--- src/rtl/if_stage.sv ---
// Instruction fetch: owns the PC, the imem request handshake and the IF/ID register with a one-entry skid.
// One instruction per cycle; the first instruction reaches IF/ID on the 2nd edge after reset; a redirect costs one bubble.
// Backpressure: stall freezes PC and IF/ID, and an instruction accepted under stall parks in the skid until release.
module if_stage #(
    parameter logic [31:0] RESET_PC = 32'h0000_0000
) (
    input  logic        clk,
    input  logic        rst,
    output logic        imem_req,
    output logic [31:0] imem_addr,
    input  logic        imem_ready,
    input  logic [31:0] imem_rdata,
    input  logic        stall,
    input  logic        redirect,
    input  logic [31:0] redirect_pc,
    output logic        ifid_valid,
    output logic [31:0] ifid_instr,
    output logic [31:0] ifid_pc4,
    output logic [5:0]  opcode,
    output logic [5:0]  func
);

    typedef enum logic [1:0] {
        IDLE  = 2'd0,
        FETCH = 2'd1,
        HOLD  = 2'd2
    } state_t;

    typedef struct packed {
        logic        valid;
        logic [31:0] instr;
        logic [31:0] pc4;
    } ifid_t;

    state_t      state, state_nxt;
    logic [31:0] pc, pc_nxt;
    logic [31:0] skid, skid_nxt;
    ifid_t       ifid, ifid_nxt;
    logic [31:0] pc_plus4;
    logic [31:0] target;
    logic        accept;

    assign pc_plus4 = pc + 32'd4;
    assign target   = {redirect_pc[31:2], 2'b00};
    assign imem_req = (state == FETCH);
    assign imem_addr = pc;
    assign accept   = imem_req & imem_ready;

    always_ff @(posedge clk or posedge rst) begin
        if (rst) begin
            state <= IDLE;
            pc    <= RESET_PC;
            skid  <= 32'd0;
            ifid  <= '0;
        end else begin
            state <= state_nxt;
            pc    <= pc_nxt;
            skid  <= skid_nxt;
            ifid  <= ifid_nxt;
        end
    end

    always_comb begin
        state_nxt = state;
        pc_nxt    = pc;
        skid_nxt  = skid;
        ifid_nxt  = ifid;
        case (state)
            IDLE: begin
                state_nxt = FETCH;
            end
            FETCH: begin
                // Redirect outranks stall: the wrong-path word is dropped even if accepted.
                if (redirect) begin
                    pc_nxt         = target;
                    ifid_nxt.valid = 1'b0;
                end else if (accept && !stall) begin
                    ifid_nxt.valid = 1'b1;
                    ifid_nxt.instr = imem_rdata;
                    ifid_nxt.pc4   = pc_plus4;
                    pc_nxt         = pc_plus4;
                end else if (accept && stall) begin
                    skid_nxt  = imem_rdata;
                    state_nxt = HOLD;
                end else if (!stall) begin
                    ifid_nxt.valid = 1'b0;
                end
            end
            HOLD: begin
                if (redirect) begin
                    pc_nxt         = target;
                    ifid_nxt.valid = 1'b0;
                    skid_nxt       = 32'd0;
                    state_nxt      = FETCH;
                end else if (!stall) begin
                    ifid_nxt.valid = 1'b1;
                    ifid_nxt.instr = skid;
                    ifid_nxt.pc4   = pc_plus4;
                    pc_nxt         = pc_plus4;
                    state_nxt      = FETCH;
                end
            end
            default: begin
                state_nxt = IDLE;
            end
        endcase
    end

    assign ifid_valid = ifid.valid;
    assign ifid_instr = ifid.instr;
    assign ifid_pc4   = ifid.pc4;
    // A bubble decodes as a harmless R-type nop.
    assign opcode = ifid.valid ? ifid.instr[31:26] : 6'd0;
    assign func   = ifid.valid ? ifid.instr[5:0]   : 6'd0;

endmodule
--- config.mk ---
export PLATFORM = sky130hd
export DESIGN_NAME = if_stage
export DESIGN_NICKNAME = d
export VERILOG_FILES = /design/src/rtl/if_stage.sv
export SDC_FILE = /design/constraint.sdc
export NUM_CORES = 1
export LEC_CHECK = 0
export ABC_AREA = 1
export CORE_AREA = 2 2 118 120
export DETAILED_ROUTE_END_ITERATION = 12
export DIE_AREA = 0 0 120 122
export GPL_TIMING_DRIVEN = 0
export PLACE_DENSITY = 0.8
export RECOVER_POWER = 25
export SETUP_SLACK_MARGIN = 0.4
export SYNTH_ARGS = -nofsm -noshare
export SYNTH_HDL_FRONTEND = slang
export SYNTH_SLANG_ARGS = --single-unit
--- constraint.sdc ---
create_clock -name clk -period 4.8 [get_ports clk]
set_input_delay 0.48 -clock clk [delete_from_list [all_inputs] [get_ports clk]]
set_output_delay 0.48 -clock clk [all_outputs]
set_load 0.005 [all_outputs]
Word-level counts from Yosys, hierarchy flattened
Index checks and enable logic that the tools add are counted.
- bits in registers: 131
- bits of input ports: 69
- output and inout port bits: 110
- word-level logic and storage cells: 59
- $add $sub $neg: 1
- eq/ne operators: 13
- multiplexer cells: 28
- bitwise operators: 1
- reductions and logical operators: 10
- operators by type and width (kind ; number):
    $mux 32 ; 8
    $mux 64 ; 3
    $pmux 65 s2 ; 1
    $pmux 32 s2 ; 2
    $mux 65 ; 1
    $add 32x3->32 const B ; 1
    $mux 6 ; 2
    $mux 2 ; 5
    $ne 2x2->1 const B ; 5
    $reduce_and 5->1 ; 2
    $reduce_and 4->1 ; 2
    $pmux 2 s3 ; 1
    $mux 1 ; 5
    $ne 2x1->1 const B ; 2
    $ne 4x2->1 const B ; 1
    $ne 4x4->1 const B ; 1
    $ne 3x1->1 const B ; 1
    $ne 3x3->1 const B ; 1
    $reduce_and 3->1 ; 1
    $eq 2x1->1 const B ; 1
    $eq 2x2->1 const B ; 1
    $logic_and 1x1->1 ; 2
    $logic_not 2->1 ; 1
    $reduce_bool 2->1 ; 1
    2 further kinds ; 2

Depth between registers and ports, before layout
- depth after elaboration: 7
- mapped depth: 12
- depth with buffers taken out: 10

Worst setup path before layout
Ideal clock, no wire load.
- path type: reg2reg
- start point: reg state[0]
- end point: reg pc[24] (netlist: imem_addr[24])
- library setup time: 116 ps
- arrival time: 1565 ps
- data required time: 4684 ps
- slack: 3118 ps
- cell stages (with the launch flop): 13
- path buffers: 3
- clock period less this slack: 1682 ps
- cells stage by stage: dfrtp_1 inv_1 ha_1 buf_4 inv_2 nor2_2 nand2_1 nand3_1 buf_4 buf_4 nor2_1 nand2_1 nand2_1
- cells in the longest elaborated chain, start to end: 5
- elaborated cells on any way between the ends: 9
- those cells by class: eq/ne (4); mux (1); bitwise (1); reduce/logical (3)
- ends and longest elaborated chain (what ; line ; source):
    start, declared ; 35 ; state_t state, state_nxt;
    start signal, assigned ; 56 ; state <= state_nxt;
    $eq 2x1->1 ; 45, 68 ;
    $and 1x1->1 ; 47 ; assign accept = imem_req & imem_ready;
    $logic_and 1x1->1 ; 77 ; end else if (accept && !stall) begin
    $ne 3x1->1 (no line) ; -- ;
    $reduce_and 3->1 (no line) ; -- ;
    end signal, assigned ; 57 ; pc <= pc_nxt;
    end, declared ; 36 ; logic [31:0] pc, pc_nxt;
Several ways; a longest one is shown, not always the timed one.
A chain may end at the register's enable or synchronous reset.

Worst setup path after layout
- start point: reg ifid (netlist bit ifid_valid)
- end point: out opcode[2]
- cells in the longest elaborated chain, start to end: 1
- ends and longest elaborated chain (what ; line ; source):
    start, declared ; 38 ; ifid_t ifid, ifid_nxt;
    start signal, assigned ; 59 ; ifid <= ifid_nxt;
    $mux 6 ; 113 ; assign opcode = ifid.valid ? ifid.instr[31:26] : 6'd0;
    end, declared ; 19 ; output logic [5:0] opcode,
No other way between the ends.

==> results.rst <==
.. list-table::
   :header-rows: 1

   * - Metric
     - Value
   * - Proportion of layout cells with a drive suffix above 1
     - 5.14%
   * - EDFF count, synth
     - 0
   * - Slowest cell on the critical path
     - sky130_fd_sc_hd__clkbuf_1
   * - Cell type with the highest aggregate area in the netlist
     - sky130_fd_sc_hd__dfrtp_1
   * - Buffer depth of the longest clock path
     - 2
   * - Worst path max stage delay
     - around 0.52 ns
   * - Unique cell type count in the Yosys netlist
     - 26
   * - Number of primary I/O pins
     - about 180
   * - Instance area at placement
     - 0.00843 mm2
   * - Top FF cell, synth
     - sky130_fd_sc_hd__dfrtp_1
   * - Maximum number of pins on one net before global-route repair
     - between 80 and 90
   * - Number of cells produced by synthesis
     - ~860
   * - Peak-usage layer in the global routing report
     - met2
   * - Vias in the first global route
     - between 6000 and 7000
   * - Power per unit of standard cell area
     - roughly 720 mW/mm2
   * - Most frequent cells after synthesis
     - sky130_fd_sc_hd__nand2_1 (316), sky130_fd_sc_hd__dfrtp_1 (127), sky130_fd_sc_hd__nor2_1 (83)
   * - Total leakage power
     - roughly 4.2 nW
   * - Total gr overflow
     - 0
   * - DRC violations left
     - 0
   * - N_diodes
     - 0
   * - Maximum achievable frequency
     - 394 MHz
   * - Die height
     - about 120 um
   * - Clock Root Buffer
     - sky130_fd_sc_hd__clkbuf_16
   * - Slew @ Worst Pin
     - approximately 2.0 ns
   * - Number of buffers inserted during clock tree synthesis
     - 17
   * - RSZ-0062 raised after global routing
     - no
   * - Tcrit/Tclk final
     - 52.9%
   * - Routability Congestion
     - between 0.9 and 1
   * - Count of placed standard cells in the final layout, fillers left out
     - roughly 1300
   * - Post-Layout Inst Area
     - 0.00901 mm2
   * - Relative area change from synthesis to final layout
     - 39.9%
   * - Die X-Extent
     - 120 um
   * - Remaining number of nets flagged by the antenna check after routing
     - 0
   * - Status
     - complete, but fails checks
   * - Clock Sink Count
     - around 130
   * - Initial core utilization
     - 47.7%
   * - Count of instances resized after the clock tree is built
     - 0
   * - Routing usage on met3
     - 5.81%
   * - Port Buf Inserts
     - roughly 170
   * - Post-DR vias/cell
     - 5.22
   * - Fraction of met2 tracks used by global routing
     - between 40% and 50%
   * - Nature of the critical path endpoint
     - primary output
   * - Depth of the worst register-to-register path
     - 11
   * - Setup crit start kind
     - flip-flop
   * - Sequential fraction of the synthesis area
     - between 40% and 50%
   * - Total routing resource utilization after global routing
     - roughly a quarter
   * - Number of violations of the max-capacitance limit
     - 1
   * - Per-cell routed wire length
     - about 15 um
   * - Clock latency reported for the late side of the worst-skew pair
     - ~0.42 ns
   * - Synthesized area divided by synthesized cell count
     - ~7.5 um2
   * - Synth Cell Area
     - 0.00644 mm2
   * - Buffers inserted by post-CTS timing repair
     - 0
   * - Fin. Hold Viols
     - 0
   * - Bufs and invs on worst path
     - 3
   * - Filler cells
     - 1127
   * - Worst Path Class, Setup
     - flip-flop to primary output
   * - Number of buffers added to fix hold violations after cts
     - 0
   * - Peak supply drop
     - roughly 280 uV
   * - Deepest level of the CTS H-tree
     - 4
   * - Sum of negative setup slack
     - 0 ns
   * - Most frequent cell after synthesis
     - sky130_fd_sc_hd__nand2_1
   * - Final routed wirelength across all metal layers
     - 18900 um
   * - Number of warnings printed during yosys synthesis
     - 0
   * - Arrival time at the worst endpoint
     - 2.06 ns
   * - Core Region
     - about 0.014 mm2
   * - Hold path cells
     - 2
   * - Final Critical Period
     - between 2 and 3 ns
   * - First-pass DRT Iterations
     - 6
   * - Max-slew headroom
     - -35.2%
   * - Fraction of registers with async set or reset after synthesis
     - 100%
   * - Final setup violation count
     - 0
   * - Class of the tightest hold or removal check
     - flip-flop to flip-flop
   * - Initial antenna violation count
     - 0
   * - Storage element area
     - approximately 0.0032 mm2
   * - Worst Path Max Fanout
     - 10
   * - DRT iter0 DRCs
     - about 680
   * - First-pass GRT wire length
     - around 30000 um
   * - Routed via count
     - 6519
   * - Hpwl dp
     - roughly 14000 um
   * - Met1 GRT Util
     - ~37%
   * - Area occupied by multi-input gates
     - 0.00283 mm2
   * - Net total in the final layout
     - around 1100
   * - Violated checks
     - max-capacitance violations, max-slew violations
   * - Std cell rows
     - 43
   * - Crit path max-delay family
     - buffers and inverters
   * - Largest cells by area after synthesis
     - sky130_fd_sc_hd__dfrtp_1 (49%), sky130_fd_sc_hd__nand2_1 (18%), sky130_fd_sc_hd__o21ai_0 (5.5%)
   * - Number of stages on the worst setup path
     - 4
   * - Cells after DPL
     - ~1200
   * - Fraction of synthesized cell area taken by the top area cell type
     - between 40% and 50%
   * - Clock-pin transition on the worst setup and hold timing paths
     - roughly 0.06 ns
   * - TritonCTS clock tree
     - done
   * - Synth Register Bits
     - between 100 and 150
   * - Final Skew
     - between 0.005 and 0.006 ns
   * - Total die area
     - between 0.01 and 0.015 mm2
   * - Required time reported for the critical path endpoint
     - between 4 and 5 ns
   * - Final core utilization
     - around two thirds
   * - Max-slew violation count
     - 45
   * - Cell-by-cell listing of the critical path
     - clkbuf_1, nand2_1, inv_1, clkdlybuf4s50_1
[power breakdown]
group	internal [mW]	leakage, nW	switching [mW]
Clock	0.818	0.282	0.455
Sequential	1.61	1.51	0.432
Combinational	1.52	2.38	1.65
Total	3.95	4.17	2.53
[logic make-up (layout without fill, tap and decap cells)]
family                     Yosys count  after routing  synth area share, %
AOI/OAI and AO/OA                  148            148                 12.9
buffers and inverters              103            308                 6.88
DFF                                127            127                 49.3
other                                1              4               0.0582
and+or+nand+nor                    472            472                 29.1
adders and majority gates            4              4                0.777
xor gates and xnor gates             7              7                0.952
[flip-flops by register name, indices dropped and copies added, names as in the netlist]
signal	flops
ifid_instr	32
ifid_pc4	30
ifid_valid	1
imem_addr	30
skid	32
state	2
[path summary, 6_finish.rpt]
kind	startpoint	to	slack (ns)
setup reg to reg	state[0]$_DFFE_PP0P_	ifid_pc4[4]$_DFFE_PP0P_	2.61
min in group asynchronous	rst	ifid_instr[13]$_DFFE_PP0P_	1.03
hold reg to reg	ifid_pc4[7]$_DFFE_PP0P_	ifid_pc4[7]$_DFFE_PP0P_	0.48
hold / removal	ifid_pc4[7]$_DFFE_PP0P_	ifid_pc4[7]$_DFFE_PP0P_	0.48
max in group asynchronous	rst	imem_addr[20]$_DFFE_PP0P_	2.68
setup / recovery	ifid_valid$_DFFE_PP0P_	opcode[2]	2.26
[cells in the final DEF, fill, tap and decap left out, types with 2 or more instances in the layout]
cell / instances
sky130_fd_sc_hd__a31oi_1: 2
sky130_fd_sc_hd__dfrtp_1: 127
sky130_fd_sc_hd__conb_1: 4
sky130_fd_sc_hd__nor2_1: 83
sky130_fd_sc_hd__o22ai_1: 2
sky130_fd_sc_hd__inv_1: 53
sky130_fd_sc_hd__clkbuf_16: 17
sky130_fd_sc_hd__a21oi_1: 28
sky130_fd_sc_hd__o21ai_0: 71
sky130_fd_sc_hd__inv_2: 3
sky130_fd_sc_hd__buf_4: 12
sky130_fd_sc_hd__buf_2: 9
sky130_fd_sc_hd__o21a_1: 34
sky130_fd_sc_hd__clkdlybuf4s50_1: 171
sky130_fd_sc_hd__nand2_1: 316
sky130_fd_sc_hd__bufinv_16: 2
sky130_fd_sc_hd__ha_1: 4
sky130_fd_sc_hd__clkinv_2: 2
sky130_fd_sc_hd__xor2_1: 4
sky130_fd_sc_hd__clkbuf_8: 4
sky130_fd_sc_hd__clkbuf_1: 30
sky130_fd_sc_hd__nor2_2: 2
sky130_fd_sc_hd__nand3_1: 66
sky130_fd_sc_hd__and2_1: 2
sky130_fd_sc_hd__o21ai_1: 10
sky130_fd_sc_hd__xnor2_1: 3
[final cells by class]
cell class,instances,area share (%)
flip-flops and latches,127,35.3
multi-input cells,635,31.4
repair buffers,173,19.4
clock buffers,27,5.58
plain buffers,46,2.54
well taps,180,2.50
inverters,57,2.39
clock inverters,5,0.861
[metal layers]
layer	part of all wire, %	up-vias
met3	7.3	39
met2	45	265
met4	2.2	0
met5	0	-
li1	-	3136
met1	45	3079
[worst register-to-register path, stage by stage, from the launching register on]
cell                      delay, ns
sky130_fd_sc_hd__dfrtp_1       0.39
sky130_fd_sc_hd__inv_1         0.11
sky130_fd_sc_hd__ha_1          0.17
sky130_fd_sc_hd__buf_4         0.16
sky130_fd_sc_hd__inv_2         0.09
sky130_fd_sc_hd__o21ai_1       0.17
sky130_fd_sc_hd__nand3_1       0.29
sky130_fd_sc_hd__inv_2         0.15
sky130_fd_sc_hd__buf_4         0.22
sky130_fd_sc_hd__buf_2         0.23
sky130_fd_sc_hd__nand2_1       0.08
sky130_fd_sc_hd__nand2_1       0.07
[per-stage QoR]
stage          setup WS [ns]  power (mW)  hold slack [ns]
2_1_floorplan          0.936        3.68            0.472
3_3_place_gp          -0.857        5.10            0.462
3_5_place_dp            2.29        5.19            0.469
4_1_cts                 2.17        6.49            0.454
5_1_grt                 2.04        6.97            0.504
6_report                2.26        6.48            0.480
No activity file was read; power rests on OpenSTA's default activity.
